==> config.mk <==
export PLATFORM = sky130hd
export DESIGN_NAME = fetch_queue
export DESIGN_NICKNAME = d
export VERILOG_FILES = /design/src/rtl/fetch_queue.sv
export SDC_FILE = /design/constraint.sdc
export NUM_CORES = 1
export LEC_CHECK = 0
export ABC_AREA = 1
export BUFFER_PORTS_ARGS = -buffer_cell sky130_fd_sc_hd__buf_2
export CORE_ASPECT_RATIO = 0.9
export CORE_MARGIN = 1
export CORE_UTILIZATION = 45
export DETAILED_ROUTE_END_ITERATION = 10
export PLACE_DENSITY = 0.71
export SLEW_MARGIN = 25
export SYNTH_ARGS = -nofsm -noshare
export SYNTH_HDL_FRONTEND = slang
export SYNTH_SLANG_ARGS = --single-unit
==> constraint.sdc <==
create_clock -name clk -period 5.1 [get_ports clk]
set_input_delay 1.02 -clock clk [delete_from_list [all_inputs] [get_ports clk]]
set_output_delay 1.02 -clock clk [all_outputs]
set_load 0.02 [all_outputs]
==> src/rtl/fetch_queue.sv <==
// Instruction fetch queue: circular buffer of {pc, instr} pairs between fetch and decode.
// f_ready/d_valid/count are decoded from registers only, so no input reaches an output.
module fetch_queue #(
  parameter  int unsigned DEPTH = 4,
  localparam int unsigned AW    = $clog2(DEPTH)
) (
  input  logic          clk,
  input  logic          rst,
  input  logic          f_valid,
  input  logic [31:0]   f_pc,
  input  logic [31:0]   f_instr,
  output logic          f_ready,
  output logic          d_valid,
  output logic [31:0]   d_pc,
  output logic [31:0]   d_instr,
  input  logic          d_ready,
  input  logic          flush,
  output logic [AW:0]   count
);

  logic [63:0]   r_mem [DEPTH];
  logic [AW-1:0] r_wr_ptr;
  logic [AW-1:0] r_rd_ptr;
  logic [AW:0]   r_count;
  logic          w_push;
  logic          w_pop;

  assign f_ready = (r_count != (AW+1)'(DEPTH));
  assign d_valid = (r_count != '0);
  assign count   = r_count;
  assign d_pc    = r_mem[r_rd_ptr][63:32];
  assign d_instr = r_mem[r_rd_ptr][31:0];

  assign w_push = f_valid & f_ready & ~flush;
  assign w_pop  = d_valid & d_ready & ~flush;

  // Entries are only cleared by reset; flush just rewinds the pointers.
  always_ff @(posedge clk or negedge rst) begin
    if (!rst) begin
      for (int unsigned i = 0; i < DEPTH; i++) r_mem[i] <= '0;
    end else if (w_push) begin
      r_mem[r_wr_ptr] <= {f_pc, f_instr};
    end
  end

  always_ff @(posedge clk or negedge rst) begin
    if (!rst) begin
      r_wr_ptr <= '0;
      r_rd_ptr <= '0;
      r_count  <= '0;
    end else if (flush) begin
      r_wr_ptr <= '0;
      r_rd_ptr <= '0;
      r_count  <= '0;
    end else begin
      if (w_push) r_wr_ptr <= r_wr_ptr + AW'(1);
      if (w_pop)  r_rd_ptr <= r_rd_ptr + AW'(1);
      case ({w_push, w_pop})
        2'b10:   r_count <= r_count + (AW+1)'(1);
        2'b01:   r_count <= r_count - (AW+1)'(1);
        default: r_count <= r_count;
      endcase
    end
  end

endmodule
==> results of run 1 <==
-- worst min-delay path by stage --
stage	start	to	slack, ns
3_3_place_gp	r_mem[160]	r_mem[160]	0.46
4_1_cts	r_mem[163]	r_mem[163]	0.48
6_report	r_mem[155]	r_mem[155]	0.47
3_5_place_dp	r_mem[163]	r_mem[163]	0.46
5_1_grt	r_mem[93]	r_mem[93]	0.49
2_1_floorplan	r_mem[100]	r_mem[100]	0.45
-- cell usage in the layout, fill, tap and decap left out, drive strengths merged --
cell and instances:
o22ai 64, xnor2 1, nand3 2, clkbuf 43, bufinv 1, diode 3
ha 4, nand2 283, o21ai 388, nor2 130, clkinv 5, fa 1
inv 73, a21boi 1, dfrtp 263, a21oi 3, buf 151
-- area by class of cell --
cell class	count	area share, %
sequential	263	48.5
multi-input combinational	877	33.5
clock buffer	43	6.24
timing repair buffer	151	6.10
tap	348	3.20
inverter	74	2.09
clock inverter	5	0.368
antenna	3	0.0552
-- report_power, final --
part	internal, mW	switching (mW)
registers	2.96	0.473
logic	1.09	1.89
clock network	1.18	0.798
-- worst reg2reg max path: stages, from the launching register on --
cell and delay (ns):
dfrtp_1 0.45, nor2_2 0.19, nand2_4 0.09, nand3_4 0.10, inv_6 0.07, nand2_4 0.63
buf_4 0.80, nand2_1 0.16, o21ai_1 0.13
-- routing by layer --
layer	vias to the layer above	routed length, um
met5	-	13
met4	2	369
met3	33	1630
met2	218	12400
met1	4484	13200
li1	4534	-
-- stage by stage --
stage / std cells / utilization, % / hold WS, ns / total power [mW] / cell area [um^2]
after floorplan: 1312 / - / 0.450 / 5.60 / 12200
after global placement: 1713 / 48.0 / 0.459 / 6.36 / 12700
after global routing: 1761 / 51.4 / 0.492 / 9.00 / 13600
final: 1764 / 51.4 / 0.472 / 8.40 / 13600
after detailed placement: 1713 / 48.0 / 0.461 / 6.45 / 12700
after CTS: 1761 / 51.4 / 0.476 / 8.46 / 13600
-- registers in the layout, summed over array words and instances (netlist names) --
register / cells
r_mem: 256
count: 3
r_rd_ptr: 2
r_wr_ptr: 2
-- kinds of logic (layout without fill, tap and decap cells) --
kind of cell | count (synthesis) | after routing | share of synthesized area, %
buffers and inverters | 172 | 273 | 9.12
flip-flops | 263 | 263 | 53.7
adder cells (fa/ha/maj) | 5 | 5 | 0.572
other | 0 | 3 | 0
AO/OA/AOI/OAI | 456 | 456 | 23.3
XOR/XNOR | 1 | 1 | 0.0715
AND/OR/NAND/NOR | 415 | 415 | 13.2
==> metrics.md, run 1 <==
| Metric | Value |
|---|---|
| Status | `completed` |
| Die H | `~160 um` |
| Multi-input gate area | `between 4000 and 5000 um^2` |
| Top post-synthesis cells by area | `dfrtp_1, o21ai_2, nand2_1` |
| Req. time, crit path | `around 4.1 ns` |
| Rel. slew slack | `around two fifths` |
| DR pass1 iterations | `5` |
| CTS clk-pin slew, worst paths | `~0.060 ns` |
| Skew-Pair Late Insertion Delay | `about 0.53 ns` |
| Layout fillers | `between 2,000 and 2,500` |
| Vias in the first global route | `about 8,900` |
| Avg Inst Size Synth | `a little over 9 um^2` |
| Seq/Total Area, Yosys | `between 50% and 60%` |
| M1 GR Usage | `just under 30%` |
| Syn_nets | `roughly 1,400` |
| Met3 Usage GRT | `about 4%` |
| Unique masters post-synth | `25` |
| Mapped cell area | `12,200 um^2` |
| EDFF count, synth | `0` |
| FF-to-FF Start | `count[0]` |
| Largest net degree at the start of global routing | `approximately 110` |
| Via Count | `just over 9,000` |
| Most instantiated cells after synthesis | `nand2_1, dfrtp_1, o21ai_0, o21ai_2, nor2_1` |
| Placed wire-length estimate | `roughly 16 mm` |
| Largest area contributor in the netlist | `dfrtp_1` |
| Remaining global-route overflow | `0` |
| Die footprint | `about 28,000 um^2` |
| CP top delay family | `buffers and inverters` |
| Pre-CTS WS | `~1.8 ns` |
| First-pass GRT wire length | `approximately 46 mm` |
| Top-Level Pins | `138` |
| Min-Delay Path Depth | `2` |
| R2r setup slk | `between 2 and 2.5 ns` |
| Routed len/inst | `between 15 and 20 um` |
| Buf/Inv on CP | `3` |
| Drt drc | `0` |
| Clock net sink count | `around 260` |
| Critical path depth in cells | `5` |
| Kind of critical path | `reg2out` |
| Core Area | `~26,000 um^2` |
| Startpoint types | `register` |
| Pin slew with the least headroom to its limit | `~0.9 ns` |
| Total GRT Usage | `between 20% and 30%` |
| Worst-path fanout max | `97` |
| Die W | `roughly 180 um` |
| Count leader, synth | `nand2_1` |
| Endpoints failing hold | `0` |
| Sum of negative setup slack | `0 ns` |
| Initial core utilization | `46.4%` |
| CTS tree | `built` |
| FP Rows | `56` |
| Max-slew violation count | `0` |
| Crit path arrival time | `between 2 and 3 ns` |
| Post-synthesis async set-or-reset flop share | `100%` |
| Hold WC Path Type | `reg2reg` |
| Max-Cap Viols | `0` |
| NumNets Final | `~1,500` |
| Critical path origin | `r_rd_ptr[0]` |
| Layout cells sized above 1 | `a little under a quarter` |
| Routed Antenna Nets | `0` |
| Minimum clock period | `around 3.6 ns` |
| LEAKAGE | `6.72 nW` |
| Max Fclk | `~0.28 GHz` |
| Initial antenna violation count | `5` |
| Crit path to | `d_pc[25]` |
| CTS buffer count | `28` |
| Worst Setup Slack, final | `approximately 1.5 ns` |
| Register area | `~6600 um^2` |
| R2r worst-path depth | `8` |
| Critical Path Sink Type | `output port` |
| RSZ-0062 raised after global routing | `false` |
| Max clock buf depth | `3` |
| Routability Congestion | `0.748` |
| CTS root buf | `clkbuf_16` |
| Max stage delay cell, worst path | `dfrtp_4` |
| Port Buf Inserts | `~140` |
| H-tree levels | `1` |
| Peak supply drop | `0.000419 V` |
| Met2 usage | `32.1%` |
| CP Cell Sequence | `clkinv_2 > buf_12 > o21ai_0 > o22ai_1 > buf_2` |
| Power Density | `618 nW/um^2` |
| Synth top area share | `around 54%` |
| DR iter-0 viols | `813` |
| Post-CTS Hold Fix Bufs | `0` |
| Final setup vio count | `0` |
| Cell count after synthesis | `1,312` |
| Worst Skew | `~0.015 ns` |
| Final period util | `a little under three quarters` |
| FF+latch count, synth | `between 200 and 300` |
| Synthesis-to-layout area growth | `11.0%` |
| Yosys warns | `0` |
| Detailed Route WL | `roughly 28 mm` |
| GR peak layer | `met2` |
| Post-CTS Setup Repair Bufs | `0` |
| RR Endpoint | `r_mem[231]` |
| Post-CTS sizing | `0` |
| Top_reg_cell synth | `dfrtp_1` |
| Crit-path max cell delay | `between 0.5 and 0.6 ns` |
| Via density | `5.26` |
(Power assumes the default switching activity.)
==> run 2, diff against run 1 <==
--- a/config.mk
+++ b/config.mk
@@ -5,13 +5,13 @@
 export SDC_FILE = /design/constraint.sdc
 export NUM_CORES = 1
 export LEC_CHECK = 0
-export ABC_AREA = 1
+export ABC_AREA = 0
 export BUFFER_PORTS_ARGS = -buffer_cell sky130_fd_sc_hd__buf_2
 export CORE_ASPECT_RATIO = 0.9
 export CORE_MARGIN = 1
 export CORE_UTILIZATION = 45
 export DETAILED_ROUTE_END_ITERATION = 10
-export PLACE_DENSITY = 0.71
+export PLACE_DENSITY = 0.74
 export SLEW_MARGIN = 25
 export SYNTH_ARGS = -nofsm -noshare
 export SYNTH_HDL_FRONTEND = slang
==> constraint.sdc (replaced) <==
create_clock -name clk -period 2.95 [get_ports clk]
set_input_delay 0.59 -clock clk [delete_from_list [all_inputs] [get_ports clk]]
set_output_delay 0.59 -clock clk [all_outputs]
set_load 0.02 [all_outputs]
==> run 2 against run 1 <==
Effect of this change:
- combinational power about the same
- first-iteration DRC count is 58% lower
- total power rose by 38%
- wire length shrank 17%
- worst setup slack got worse by 1.1 ns
- register-to-register slack got worse by 1.8 ns
- hold slack got worse by 0.14 ns
- sequential cell count unchanged
- sequential power rose by 50%
- synthesized cell count decreased by 48%
- critical path depth shrank 2
- clock skew fell by 0.0029 ns
- critical path type unchanged
==> metrics.md, run 2 <==
| Metric | Value |
|---|---|
| Placed wire-length estimate | `14.4 mm (-10%)` |
| Initial antenna violation count | `1 (-4)` |
| CP Cell Sequence | `buf_12 > mux4_2 > buf_2` |
| Most instantiated cells after synthesis | `dfrtp_1, mux2_2, mux4_2, mux2_4, buf_2` |
| RSZ-0062 raised after global routing | `false` |
| Startpoint types | `register` |
| Top post-synthesis cells by area | `dfrtp_1, mux2_2, mux4_2` |
| Internal power | `8.51 mW (+63%)` |
| Detailed Route WL | `23.0 mm (-17%)` |
| Kind of critical path | `reg2out` |
| Worst-path fanout max | `31 (-68%)` |
| DR pass1 iterations | `4 (-1)` |
| Yosys warns | `0 (unchanged)` |
| Seq/Total Area, Yosys | `55.6% (+1.9 points)` |
| CTS clk-pin slew, worst paths | `0.06 ns (about the same)` |
| Post-DP Area | `12,900 um^2 (+1.7%)` |
| Max Fclk | `about 0.38 GHz` |
| Die H | `156 um (-1.7%)` |
| Rel. slew slack | `65.3% (+25 points)` |
| NumNets Final | `895 (-39%)` |
| LEAKAGE | `6.31 nW (-6.0%)` |
| Max-slew violation count | `0 (unchanged)` |
| Largest net degree at the start of global routing | `94 (-15%)` |
| Routability Congestion | `0.716 (-4.2%)` |
| Buf/Inv on CP | `2 (-1)` |
| Clock power share | `30.3% (+6.7 points)` |
| Count leader, synth | `dfrtp_1` |
| Largest area contributor in the netlist | `dfrtp_1` |
| Comb pwr share | `25.5% (-10 points)` |
| Remaining global-route overflow | `0 (unchanged)` |
| Avg Inst Size Synth | `17.4 um^2 (+86%)` |
| Switching Share | `26.8% (-11 points)` |
| XOR/XNOR Fraction of Synth Area | `0.222% (+0.15 points)` |
| Status | `completed` |
| Post-CTS sizing | `0 (unchanged)` |
| Final setup vio count | `0 (unchanged)` |
| Max stage delay cell, worst path | `mux4_2` |
| Top_reg_cell synth | `dfrtp_1` |
| Routed Antenna Nets | `0 (unchanged)` |
| Layout cells sized above 1 | `63.0% (+39 points)` |
| Initial core utilization | `46.5% (+0.11 points)` |
| Synth Area in Compound Gates | `0.909% (-22 points)` |
| Sum of negative setup slack | `0 ns (unchanged)` |
| Core Area | `25,500 um^2 (-3.6%)` |
| Post-synthesis async set-or-reset flop share | `100% (unchanged)` |
| Port Buf Inserts | `137 (unchanged)` |
| Layout fillers | `2,069 (-16%)` |
| FF+latch count, synth | `263 (unchanged)` |
| Power Density | `840 nW/um^2 (+36%)` |
| Post-synthesis adder-cell area fraction | `0.592% (+0.020 points)` |
| Final period util | `between 80% and 90%` |
| Syn_nets | `754 (-46%)` |
| CTS tree | `built` |
| Skew-Pair Late Insertion Delay | `0.52 ns (about the same)` |
| N_diodes | `0 (-3)` |
| CP top delay family | `multiplexers` |
| Mux cell area share after synthesis | `38.4% (+38 points)` |
| Fin area | `13,800 um^2 (+1.9%)` |
| Endpoints failing hold | `0 (unchanged)` |
| Clock net sink count | `263 (unchanged)` |
| Crit path arrival time | `2.04 ns (-0.57 ns)` |
| H-tree levels | `1 (unchanged)` |
| Routed len/inst | `19.5 um (+25%)` |
| Commonest non-fill, non-tap cell in the layout | `dfrtp_1` |
| CTS root buf | `clkbuf_16` |
| Vias in the first global route | `6,824 (-23%)` |
| Total GRT Usage | `17.6% (-2.7 points)` |
| Synth top area share | `55.6% (+1.9 points)` |
| CTS buffer count | `27 (-3.6%)` |
| Most frequent cells in the layout | `dfrtp_1, mux2_2, buf_2` |
| Critical Path Sink Type | `output port` |
| Fin util | `54.4% (+2.9 points)` |
| Max-Cap Viols | `0 (unchanged)` |
| Unique masters post-synth | `40 (+60%)` |
| Hold WC Path Type | `in2reg` |
| Die footprint | `27,000 um^2 (-3.3%)` |
| Sequential share of power | `44.2% (+3.3 points)` |
| Max clock buf depth | `3 (unchanged)` |
| Worst Skew | `0.0125 ns (-0.00291 ns)` |
| First-pass GRT wire length | `38.0 mm (-18%)` |
| EDFF count, synth | `0 (unchanged)` |
| Switch Pwr | `3.12 mW (-1.4%)` |
| Crit-path max cell delay | `0.56 ns (-0.02 ns)` |
| FP Rows | `55 (-1.8%)` |
| Pin slew with the least headroom to its limit | `0.520 ns (-0.382 ns)` |
| Minimum clock period | `2.63 ns` |
| Mapped cell area | `11,800 um^2 (-3.4%)` |
| Largest register FFs | `256 (unchanged)` |
| DR iter-0 viols | `339 (-58%)` |
| Largest family of logic cells by synthesized area | `multiplexers` |
| Top-Level Pins | `138 (unchanged)` |
| Via density | `5.42 (+3.1%)` |
| Peak supply drop | `0.000483 V (+15%)` |
| Die W | `173 um (-1.7%)` |
| Most flop-heavy register | `r_mem` |
| Drt drc | `0 (unchanged)` |
| Simple-gate share of the synthesized area | `1.36% (-12 points)` |
| Via Count | `6,391 (-31%)` |
| Req. time, crit path | `2.36 ns (-1.72 ns)` |
| Synthesis-to-layout area growth | `17.0%` |
| Cell count after synthesis | `680 (-48%)` |
## run 2: changes by cell type after synthesis, sizes merged, moves of 64 or more
cell,before,now
inv,74,4
nor2,130,6
o22ai,64,0
mux4,0,64
mux2,0,256
nand2,283,1
o21ai,388,4
## run 2: final timing paths
check	cells after the start	end	start	slack (ns)
worst min-delay path	2	r_mem[173]	f_pc[13]	0.34
min in group asynchronous	2	r_mem[82]	rst	0.59
worst max register to register	6	count[2]	count[0]	0.61
max in group asynchronous	3	r_mem[36]	rst	1.48
worst min register to register	1	r_mem[75]	r_mem[75]	0.50
worst max-delay path	3	d_pc[2]	r_rd_ptr[0]	0.32
## run 2: power groups by stage
stage / clock [mW] / combinational [mW] / sequential [mW]
after floorplan: 0 / 2.32 / 4.99
after global placement: 0 / 2.89 / 5.17
after detailed placement: 0 / 2.98 / 5.19
after CTS: 3.63 / 2.98 / 5.14
after global routing: 3.77 / 3.18 / 5.25
final: 3.53 / 2.96 / 5.13
## run 2: layout make-up
type                            instances  area (um^2)  area share, %
Clock buffer                           36          769           5.56
Tap cell                              342          428           3.09
Multi-Input combinational cell        368         4940           35.7
Sequential cell                       263         6590           47.6
Timing Repair Buffer                  157          961           6.94
Inverter                                4         15.0          0.108
Clock inverter                         10          150           1.08
## run 2: kinds of logic after synthesis
logic type                 after synthesis
AOI/OAI and AO/OA                       16
buffers and inverters                   49
muxes                                  320
adders and majority gates                5
and+or+nand+nor                         24
xor gates and xnor gates                 3
DFF                                    263
## run 2: what timing repair did
item,4_1_cts,5_1_grt
buffers inserted,0,3
hold endpoints to repair,3,0
setup endpoints to repair,0,2
hold buffers,1,0
## run 2: per-layer routing
layer,global-route usage (%),up-vias,wire [um]
li1,-,2826,-
met1,25.3,3403,10800
met2,27.5,133,10600
met3,4.00,29,1160
met4,3.71,0,464
met5,0,-,0
## run 2: stage by stage
stage	setup slack [ns]	power, mW	hold WS (ns)	instances
floorplan	0.663	7.31	0.294	680
finish	0.324	11.6	0.337	1180
CTS	0.0635	11.8	0.311	1177
global placement	0.657	8.05	0.482	1130
global route	0.222	12.2	0.321	1180
detailed placement	0.638	8.17	0.488	1130
==> run 3, diff against run 2 <==
--- a/config.mk
+++ b/config.mk
@@ -6,7 +6,7 @@
 export NUM_CORES = 1
 export LEC_CHECK = 0
 export ABC_AREA = 0
-export BUFFER_PORTS_ARGS = -buffer_cell sky130_fd_sc_hd__buf_2
+export BUFFER_PORTS_ARGS = -buffer_cell sky130_fd_sc_hd__clkbuf_2
 export CORE_ASPECT_RATIO = 0.9
 export CORE_MARGIN = 1
 export CORE_UTILIZATION = 45
==> run 3 against run 2 <==
Effect of this change:
- design area hardly changed
- clock-buffer cell count up 2
- sequential share of layout area barely moved
- register-to-register slack improved by 0.11 ns
- maximum frequency is 2.7% lower
- critical endpoint is now d_pc[4]
- non-clock buffer count grew 4
- final cell count increased by 0.34%
- global-route usage is 0.082 points higher
- critical path type unchanged
==> metrics.md, run 3 (synthesis gave the netlist of run 2 again) <==
| Metric | Value |
|---|---|
| Sum of negative setup slack | `0 ns (unchanged)` |
| Endpoints failing hold | `0 (unchanged)` |
| Die footprint | `27,000 um^2 (unchanged)` |
| Core Area | `25,500 um^2 (unchanged)` |
| Commonest non-fill, non-tap cell in the layout | `dfrtp_1` |
| Clock power share | `29.5% (-0.8 points)` |
| Drt drc | `0 (unchanged)` |
| Startpoint types | `register` |
| Met3 Usage GRT | `4.26% (+0.27 points)` |
| Max-slew violation count | `0 (unchanged)` |
| FP Rows | `55 (unchanged)` |
| Post-CTS sizing | `0 (unchanged)` |
| Routed len/inst | `19.4 um (-0.45%)` |
| Die H | `156 um (unchanged)` |
| Max-Cap Viols | `0 (unchanged)` |
| Kind of critical path | `reg2out` |
| Internal power | `8.38 mW (-1.5%)` |
| Post-CTS Setup Repair Bufs | `0 (unchanged)` |
| Layout fillers | `2,039 (-1.4%)` |
| Hold WC Path Type | `in2async` |
| CP Cell Sequence | `buf_4 > mux4_2 > clkbuf_2` |
| FF-to-FF Start | `count[0]` |
| Most frequent cells in the layout | `dfrtp_1, mux2_2, clkbuf_2` |
| Critical Path Sink Type | `output port` |
| Final setup vio count | `0 (unchanged)` |
| DR iter-0 viols | `230 (-32%)` |
| M1 GR Usage | `25.0% (-0.22 points)` |
| Largest net degree at the start of global routing | `94 (unchanged)` |
| Sequential share of power | `44.6% (+0.4 points)` |
| Via Count | `6,409 (+0.28%)` |
| Vias in the first global route | `6,882 (+0.85%)` |
| Rel. slew slack | `49.0% (-16 points)` |
| Comb pwr share | `25.9% (+0.4 points)` |
| Req. time, crit path | `2.36 ns (about the same)` |
| Max stage delay cell, worst path | `dfrtp_2` |
| Post-CTS Hold Fix Bufs | `0 (-1)` |
| CTS root buf | `clkbuf_16` |
| Top-Level Pins | `138 (unchanged)` |
| DR pass1 iterations | `4 (unchanged)` |
| Port Buf Inserts | `137 (unchanged)` |
| Switching Share | `27.2% (+0.35 points)` |
| Switch Pwr | `3.12 mW (+0.25%)` |
| First-pass GRT wire length | `38.0 mm (about the same)` |
| Status | `completed` |
| Die W | `173 um (unchanged)` |
| Hold WS | `0.0899 ns (-0.247 ns)` |
| Synthesis-to-layout area growth | `17.1% (about the same)` |
| Minimum clock period | `2.70 ns (+0.0720 ns)` |
| CTS buffer count | `27 (unchanged)` |
| Worst Skew | `0.0164 ns (+0.00388 ns)` |
| Met2 usage | `28.0% (+0.56 points)` |
| Final period util | `91.5% (+2.4 points)` |
| Crit-path max cell delay | `0.59 ns (+0.03 ns)` |
| Layout cells sized above 1 | `63.3% (+0.29 points)` |
| Clock net sink count | `263 (unchanged)` |
| CTS tree | `built` |
| Initial core utilization | `46.5% (unchanged)` |
| Crit path arrival time | `2.11 ns (+0.07 ns)` |
| Critical path origin | `r_rd_ptr[1]` |
| RSZ-0062 raised after global routing | `false` |
| Most flop-heavy register | `r_mem` |
| Placed wire-length estimate | `14.4 mm (+0.37%)` |
| Pin slew with the least headroom to its limit | `0.765 ns (+0.245 ns)` |
| Worst-path fanout max | `22 (-29%)` |
| Total GRT Usage | `17.7% (+0.082 points)` |
| Max clock buf depth | `3 (unchanged)` |
| Skew-Pair Late Insertion Delay | `0.52 ns (about the same)` |
| Initial antenna violation count | `0 (-1)` |
| Max Fclk | `0.371 GHz (-2.7%)` |
| Via density | `5.41 (about the same)` |
| H-tree levels | `1 (unchanged)` |
| N_diodes | `0 (unchanged)` |
| LEAKAGE | `6.33 nW (+0.33%)` |
| Largest register FFs | `256 (unchanged)` |
| Routability Congestion | `0.723 (+0.91%)` |
| Peak supply drop | `0.000467 V (-3.4%)` |
| Remaining global-route overflow | `0 (unchanged)` |
| Detailed Route WL | `23.0 mm (-0.11%)` |
| NumNets Final | `899 (+0.45%)` |
| Routed Antenna Nets | `0 (unchanged)` |
| CTS clk-pin slew, worst paths | `0.06 ns (about the same)` |
| Power Density | `830 nW/um^2 (-1.1%)` |
| GR peak layer | `met2` |
## run 3: changes by cell type in the layout (fill, tap and decap cells not counted), sizes merged
cell and change:
clkbuf +138, buf -131, bufinv -2, clkinv -2, clkinvlp +2, dlygate4sd3 -1
## run 3: stage by stage
stage	std cells	instance area [um^2]	setup slack (ns)	power, mW	utilization [%]
after floorplan	680	11800	0.663	7.31	-
after global placement	1138	13000	0.530	8.07	50.9
after detailed placement	1138	13000	0.525	8.18	50.9
after CTS	1184	13900	0.213	11.7	54.4
after global routing	1184	13900	0.140	12.1	54.4
final	1184	13900	0.252	11.5	54.4
## run 3: worst max-delay path: cells and delay by family (launching register included)
kind | cells | cell delay (ns)
flops | 1 | 0.59
buf+inv | 2 | 0.60
mux | 1 | 0.38
## run 3: worst paths after layout
kind / end / slack, ns / depth (start not counted)
max: d_pc[4] / 0.25 / 3
min reg2reg: r_mem[120] / 0.50 / 1
min in group clk: r_mem[182] / 0.34 / 2
max reg2reg: count[2] / 0.72 / 6
max in group asynchronous: r_mem[244] / 2.11 / 2
min: r_mem[210] / 0.09 / 1
## run 3: final cells by class
type | count | area, um^2 | share of cell area (%)
flip-flops and latches | 263 | 6590 | 47.5
inverters | 4 | 15.0 | 0.108
repair buffers | 161 | 1000 | 7.22
multi-input cells | 368 | 4940 | 35.6
clock buffers | 38 | 797 | 5.75
clock inverters | 8 | 95.1 | 0.686
well taps | 342 | 428 | 3.09
## run 3: routing by layer
metal	wire length [um]	vias up
li1	-	2837
met1	10500	3401
met3	1380	29
met2	10700	142
met4	371	0
met5	0	-
## run 3: power groups by stage
stage                     clock network [mW]  registers [mW]  logic (mW)
after floorplan                            0            4.99        2.32
after global placement                     0            5.14        2.93
after detailed placement                   0            5.17        3.01
after CTS                               3.50            5.13        3.02
after global routing                    3.65            5.25        3.20
final                                   3.40            5.13        2.98
